===== src/rtl/pwm_multichannel.sv =====
// pwm_multichannel
// Multi-channel PWM generator. A single prescaled WIDTH-bit counter is shared by all
// channels. Each channel has its own double-buffered duty register: software writes
// the pending copy, and the whole bank is copied to the active copy at a period boundary.
// The counter runs edge-aligned (sawtooth) or centre-aligned (triangle). The mode is
// latched only at a boundary, so a period always completes in the shape it started with.
module pwm_multichannel #(
    parameter  int NCH     = 16,
    parameter  int WIDTH   = 8,
    parameter  int PRESC_W = 8,
    localparam int SEL_W   = (NCH > 1) ? $clog2(NCH) : 1
) (
    input  logic               clk,
    input  logic               rst_n,
    input  logic [NCH-1:0]     en_out,
    input  logic [NCH-1:0]     en_pwm,
    input  logic               duty_we,
    input  logic [SEL_W-1:0]   duty_sel,
    input  logic [WIDTH-1:0]   duty_wdata,
    input  logic [PRESC_W-1:0] prescale,
    input  logic               center_mode,
    output logic [NCH-1:0]     out,
    output logic               period_start
);

    // Highest counter value reached; MAX = 2**WIDTH-1 is never reached, so duty MAX
    // compares true on every count value and gives a constant-high output.
    localparam logic [WIDTH-1:0] CNT_LAST = {{(WIDTH-1){1'b1}}, 1'b0};

    typedef enum logic {
        DIR_UP,
        DIR_DOWN
    } dir_t;

    typedef enum logic {
        MODE_EDGE,
        MODE_CENTER
    } mode_t;

    logic [PRESC_W-1:0] presc_cnt;
    logic               tick;
    logic [WIDTH-1:0]   cnt;
    logic [WIDTH-1:0]   cnt_next;
    dir_t               dir;
    dir_t               dir_next;
    mode_t              mode;
    logic               boundary;
    logic               sel_valid;
    logic [NCH-1:0]     raw;
    logic [WIDTH-1:0]   pending_duty [NCH];
    logic [WIDTH-1:0]   active_duty  [NCH];

    // A write to a channel that does not exist is dropped. When NCH fills the whole
    // select range, every select value is a real channel.
    if (NCH == (1 << SEL_W)) begin : g_sel_full
        assign sel_valid = 1'b1;
    end else begin : g_sel_part
        assign sel_valid = (duty_sel < SEL_W'(NCH));
    end

    // Prescaler tick: '>=' rather than '==' so lowering prescale below the current
    // count fires on the next clock instead of wrapping the counter around.
    always_comb begin
        tick = (presc_cnt >= prescale);
    end

    // Next counter value and direction, plus detection of the period boundary.
    always_comb begin
        // NOTE: every output of this block gets a default before any branch; a path
        // that left one unassigned would make synthesis infer a latch.
        cnt_next = cnt;
        dir_next = dir;
        boundary = 1'b0;
        if (tick) begin
            if (mode == MODE_EDGE) begin
                if (cnt == CNT_LAST) begin
                    cnt_next = '0;
                    boundary = 1'b1;
                end else begin
                    cnt_next = cnt + WIDTH'(1);
                end
            end else if (dir == DIR_UP) begin
                // Top endpoint repeats: turn around without moving the count.
                if (cnt == CNT_LAST) begin
                    dir_next = DIR_DOWN;
                end else begin
                    cnt_next = cnt + WIDTH'(1);
                end
            end else begin
                // Bottom endpoint repeats: the turn-around tick is the boundary.
                if (cnt == '0) begin
                    dir_next = DIR_UP;
                    boundary = 1'b1;
                end else begin
                    cnt_next = cnt - WIDTH'(1);
                end
            end
        end
    end

    // Prescaler, shared counter, direction, latched mode and the period_start pulse.
    always_ff @(posedge clk) begin
        // NOTE: state registers use non-blocking assignments so every flop samples
        // pre-edge values, independent of statement order within the block.
        if (!rst_n) begin
            presc_cnt    <= '0;
            cnt          <= '0;
            dir          <= DIR_UP;
            mode         <= MODE_EDGE;
            period_start <= 1'b0;
        end else begin
            presc_cnt    <= tick ? '0 : presc_cnt + PRESC_W'(1);
            period_start <= boundary;
            if (boundary) begin
                // New period: pick up the requested mode and restart from the bottom.
                cnt  <= '0;
                dir  <= DIR_UP;
                mode <= center_mode ? MODE_CENTER : MODE_EDGE;
            end else begin
                cnt  <= cnt_next;
                dir  <= dir_next;
            end
        end
    end

    // Double-buffered duty bank: writes land in pending, boundary copies pending to active.
    always_ff @(posedge clk) begin
        // NOTE: the duty bank is a set of plain flops, not a RAM, so it is cleared on
        // reset; otherwise the first period after reset would run with stale duties.
        if (!rst_n) begin
            for (int i = 0; i < NCH; i++) begin
                pending_duty[i] <= '0;
                active_duty[i]  <= '0;
            end
        end else begin
            // Same-cycle write and boundary: active takes the old pending value and the
            // new value waits in pending for the following boundary.
            if (boundary) begin
                for (int i = 0; i < NCH; i++) begin
                    active_duty[i] <= pending_duty[i];
                end
            end
            if (duty_we && sel_valid) begin
                pending_duty[duty_sel] <= duty_wdata;
            end
        end
    end

    // Per-channel compare of the shared counter against the active duty.
    always_comb begin
        raw = '0;
        for (int i = 0; i < NCH; i++) begin
            raw[i] = (cnt < active_duty[i]);
        end
    end

    // Registered outputs: gated by en_out, forced high when PWM is disabled.
    always_ff @(posedge clk) begin
        if (!rst_n) begin
            out <= '0;
        end else begin
            for (int i = 0; i < NCH; i++) begin
                out[i] <= en_out[i] & (en_pwm[i] ? raw[i] : 1'b1);
            end
        end
    end

endmodule


===== config.mk =====
export PLATFORM = sky130hd
export DESIGN_NAME = pwm_multichannel
export DESIGN_NICKNAME = d
export VERILOG_FILES = /design/src/rtl/pwm_multichannel.sv
export SDC_FILE = /design/constraint.sdc
export NUM_CORES = 1
export LEC_CHECK = 0
export ABC_AREA = 1
export CORE_MARGIN = 3
export CORE_UTILIZATION = 55
export DETAILED_ROUTE_END_ITERATION = 16
export PLACE_DENSITY = 0.79
export REMOVE_ABC_BUFFERS = 1
export SLEW_MARGIN = 15
export SYNTH_ARGS = -nofsm -noshare
export SYNTH_HDL_FRONTEND = slang
export SYNTH_SLANG_ARGS = --single-unit

===== constraint.sdc =====
create_clock -name clk -period 6.55 [get_ports clk]
set_clock_uncertainty 0.15 [all_clocks]
set_input_delay 1.31 -clock clk [delete_from_list [all_inputs] [get_ports clk]]
set_output_delay 1.31 -clock clk [all_outputs]
set_load 0.02 [all_outputs]

==> results_dict.tcl <==
set metrics [dict create \
    leakage_nw 7.65 \
    place.detailed.instances 1795 \
    postRouteWirelength_um 29300 \
    clock_tree.buffer_depth 3 \
    critical_path.n_buffers_inverters 4 \
    stdcell_area_mm2 0.0168 \
    hold_path.class "register to register" \
    timing_worst_setup_path_type "primary input to register" \
    totalNegativeSetupSlack_ns 0 \
    hold_path.startpoint "presc_cnt[0]" \
    wl_per_cell_um 15.8 \
    whs_ns 0.335 \
    fp.dieW_um 170 \
    drt_iter0_markers 806 \
    hold_viol_final 0 \
    diodes 0 \
    syn-instance-count 1405 \
    drt.antenna.violating_nets 0 \
    critical-path-top-cell-by-count "sky130_fd_sc_hd__nor2_1" \
    layout_utilization 0.640 \
    grt_first_pass_wirelength_um 46200 \
    synthesis.area_mm2 0.0148 \
    total_clock_buffers_created_by_cts 30 \
    timing.final.setup_violations 0 \
    min_delay_worst_endpoint "presc_cnt[0]" \
    detail_route.drc_violations 0 \
    r2r-start "cnt[0]" \
    final_max_slew_viol_count 0 \
    timing.reg2reg.setup_slack_ns 2.69 \
    rr_worst_depth 10 \
    required_ns 6.70 \
    clock_insertion_delay_worst_skew_ns 0.55 \
    clk_transition_reported_paths_ns 0.06 \
    hold_depth 1 \
    portbufs 72 \
    use_met1 0.252 \
    initial_antenna_violation_count 0 \
    finalNonFillerCells 1851 \
    start_util 0.564 \
    core.rowCount 59 \
    max_clock_freq_mhz 253 \
    cpPeakStageDelay_ns 0.70 \
    crit_path_cell_trace "clkdlybuf4s50_1 -> inv_1 -> ha_1 -> a21oi_1 -> nor2_1 -> nor2_1 -> nand3_2 -> nand2_4 -> clkinv_2 -> nand2_8 -> buf_12 -> nor2_4" \
    finalNetCount 1673 \
    htreeDepth 1 \
    synth-warning-count 0 \
    clock_tree_from_tritoncts "built" \
    crit_family "simple AND/OR/NAND/NOR gates" \
    pwr_density_cell_mw_per_mm2 247 \
    cts_hold_buf 0 \
    detailroute.via_count 9468 \
    worst_setup_path_start_kind "primary input" \
    grt-busiest-layer "met2" \
    grt_setup_unrepaired "false" \
    io_pins 73 \
    die-height_um 170 \
    globalRouteOverflowTotal 0 \
    drt_pass_1_iters 5 \
    post_cts_buffers 0 \
    track_usage 0.204 \
    arrival_ns 4.10 \
    path_max_fanout 59 \
    largest_net_degree_at_the_start_of_global_routing 74 \
    vias_per_cell 5.12 \
    dp.final_hpwl_um 18000 \
    tightestPinTransition_ns 1.07 \
    die_area_mm2 0.0289 \
    maxCapViolations 0 \
    timing.final.crit_period_ns 3.95 \
    vdd_drop_max_mv 0.184 \
    slew_headroom 0.283 \
    syn-mean-instance-area_um2 10.5 \
    crit_path_top_delay_cell "sky130_fd_sc_hd__nand2_8" \
    worstSetupPathDepth 12 \
    status "completed" \
    synth.lib_cells_used.distinct 35 \
    gr-usage-met2 0.363 \
    synth-seq-area-share 0.566 \
    cts_num_sinks 291 \
    post_route_cells_drive_above_1_share 0.106 \
    totalPowerFinal_mw 4.16 \
    fin_crit_sh 0.603 \
    final.setup.worst_slack_ns 2.60 \
    place_worst_setup_slack_ns 2.08 \
    placed_area_mm2 0.0158 \
    first_global_vias 9342 \
    post_cts.resized_instances 0 \
    synth.ff_latch_count 291 \
    worstReg2RegEnd "active_duty[0][62]" \
    synthToLayoutAreaGrowth_pct 13.6 \
    core_mm2 0.0263 \
    end_kind "register" \
    routabilityCongestion 0.851 \
    grt_util_met3 0.0272 \
    root_buffer "sky130_fd_sc_hd__clkbuf_16" \
]
-- final cells by class --
class / count / area, um^2
Inverter: 286 / 1070
Fill cell: 1918 / 9460
Clock buffer: 36 / 815
Sequential cell: 291 / 8390
Timing Repair Buffer: 83 / 813
Tap cell: 335 / 419
Multi-Input combinational cell: 800 / 5110
Clock inverter: 20 / 206
-- report_power, final --
part / switching (mW) / internal (mW)
Combinational: 0.178 / 0.0919
Clock: 0.706 / 1.04
Sequential: 0.0276 / 2.11
-- cell families after synthesis --
family                   after synthesis  synth area share
AND/OR/NAND/NOR                      531             0.185
buffers and inverters                314            0.0893
XOR/XNOR                               6           0.00355
adder cells (fa/ha/maj)              125             0.106
flip-flops                           291             0.566
AO/OA/AOI/OAI                        138            0.0500
-- registers in the layout, summed over array words and instances (netlist names) --
name          flops
active_duty     128
out              16
presc_cnt         8
pending_duty    128
cnt               8
period_start      1
dir               1
mode              1
-- worst max path at each step --
stage / from / end / slack, ns
floorplan: prescale[7] / active_duty[0][0] / 2.23
global placement: prescale[5] / active_duty[0][60] / 2.13
detailed placement: prescale[5] / active_duty[0][63] / 2.08
CTS: prescale[5] / active_duty[0][39] / 2.62
global route: prescale[7] / active_duty[0][59] / 2.36
finish: prescale[5] / active_duty[0][62] / 2.60
-- per-layer routing --
metal  vias to the layer above  part of all wire
met2                       280              0.50
met1                      4407              0.41
li1                       4708                 -
met3                        73             0.055
met4                         0             0.034
met5                         -                 0
-- synth_stat cells --
| cell | n | area share |
|---|---|---|
| sky130_fd_sc_hd__inv_1 | 279 | 0.071 |
| sky130_fd_sc_hd__edfxtp_1 | 256 | 0.52 |
| sky130_fd_sc_hd__nand2_1 | 230 | 0.058 |
| sky130_fd_sc_hd__nor2_1 | 177 | 0.045 |
| sky130_fd_sc_hd__ha_1 | 125 | 0.11 |
| sky130_fd_sc_hd__a21oi_1 | 93 | 0.031 |
| sky130_fd_sc_hd__nor2_4 | 81 | 0.062 |
| sky130_fd_sc_hd__dfxtp_1 | 35 | 0.047 |
| sky130_fd_sc_hd__o21ai_0 | 24 | 0.0081 |
| sky130_fd_sc_hd__nand3_1 | 18 | 0.0061 |
| sky130_fd_sc_hd__o211ai_1 | 18 | 0.0091 |
| sky130_fd_sc_hd__clkbuf_1 | 16 | 0.0041 |
| sky130_fd_sc_hd__buf_12 | 8 | 0.011 |
| sky130_fd_sc_hd__nand4_1 | 8 | 0.0034 |
| sky130_fd_sc_hd__inv_2 | 5 | 0.0013 |
| sky130_fd_sc_hd__xor2_1 | 4 | 0.0024 |
| sky130_fd_sc_hd__nand2_4 | 3 | 0.0023 |
| sky130_fd_sc_hd__nor3_1 | 3 | 0.0010 |
| sky130_fd_sc_hd__a31oi_1 | 2 | 0.00084 |
| sky130_fd_sc_hd__nand2_2 | 2 | 0.00084 |
| sky130_fd_sc_hd__nand3_2 | 2 | 0.0014 |
| sky130_fd_sc_hd__nor3b_1 | 2 | 0.0010 |
| sky130_fd_sc_hd__xnor2_1 | 2 | 0.0012 |
| sky130_fd_sc_hd__a21o_1 | 1 | 0.00051 |
| sky130_fd_sc_hd__buf_1 | 1 | 0.00025 |
| sky130_fd_sc_hd__buf_2 | 1 | 0.00034 |
| sky130_fd_sc_hd__buf_4 | 1 | 0.00051 |
| sky130_fd_sc_hd__buf_6 | 1 | 0.00076 |
| sky130_fd_sc_hd__clkinv_1 | 1 | 0.00025 |
| sky130_fd_sc_hd__clkinv_2 | 1 | 0.00034 |
| sky130_fd_sc_hd__nand2_8 | 1 | 0.0014 |
| sky130_fd_sc_hd__nand3_4 | 1 | 0.0012 |
| sky130_fd_sc_hd__nor2_2 | 1 | 0.00042 |
| sky130_fd_sc_hd__nor2_8 | 1 | 0.0014 |
| sky130_fd_sc_hd__or2_2 | 1 | 0.00042 |
-- placed cells by master, fill, tap and decap left out, types with 2 or more instances in the layout --
cell | netlist | routed
sky130_fd_sc_hd__inv_1 | 279 | 279
sky130_fd_sc_hd__edfxtp_1 | 256 | 256
sky130_fd_sc_hd__nand2_1 | 230 | 230
sky130_fd_sc_hd__nor2_1 | 177 | 177
sky130_fd_sc_hd__ha_1 | 125 | 125
sky130_fd_sc_hd__a21oi_1 | 93 | 93
sky130_fd_sc_hd__nor2_4 | 81 | 81
sky130_fd_sc_hd__clkdlybuf4s50_1 | 0 | 71
sky130_fd_sc_hd__dfxtp_1 | 35 | 35
sky130_fd_sc_hd__clkbuf_16 | 0 | 31
sky130_fd_sc_hd__o21ai_0 | 24 | 24
sky130_fd_sc_hd__nand3_1 | 18 | 18
sky130_fd_sc_hd__o211ai_1 | 18 | 18
sky130_fd_sc_hd__buf_4 | 1 | 11
sky130_fd_sc_hd__clkinv_2 | 1 | 10
sky130_fd_sc_hd__nand4_1 | 8 | 8
sky130_fd_sc_hd__clkinv_1 | 1 | 5
sky130_fd_sc_hd__inv_2 | 5 | 5
sky130_fd_sc_hd__nand2_4 | 3 | 4
sky130_fd_sc_hd__xor2_1 | 4 | 4
sky130_fd_sc_hd__bufinv_16 | 0 | 4
sky130_fd_sc_hd__nor3_1 | 3 | 3
sky130_fd_sc_hd__clkbuf_1 | 16 | 3
sky130_fd_sc_hd__clkinv_4 | 0 | 3
sky130_fd_sc_hd__nand3_2 | 2 | 2
sky130_fd_sc_hd__nor3b_1 | 2 | 2
sky130_fd_sc_hd__a31oi_1 | 2 | 2
sky130_fd_sc_hd__xnor2_1 | 2 | 2
sky130_fd_sc_hd__clkbuf_8 | 0 | 2
-- worst reg2reg max path, stage by stage, from the launching register on --
cell and delay (ns):
sky130_fd_sc_hd__dfxtp_1 0.46, sky130_fd_sc_hd__clkinv_1 0.75, sky130_fd_sc_hd__ha_1 0.52, sky130_fd_sc_hd__nor3b_1 0.16, sky130_fd_sc_hd__nand3_2 0.13, sky130_fd_sc_hd__nand2_4 0.06, sky130_fd_sc_hd__nand2_4 0.08, sky130_fd_sc_hd__clkinv_2 0.09
sky130_fd_sc_hd__nand2_8 0.70, sky130_fd_sc_hd__buf_12 0.45, sky130_fd_sc_hd__nor2_4 0.06
Note: power is estimated with default switching activity, not from simulation.
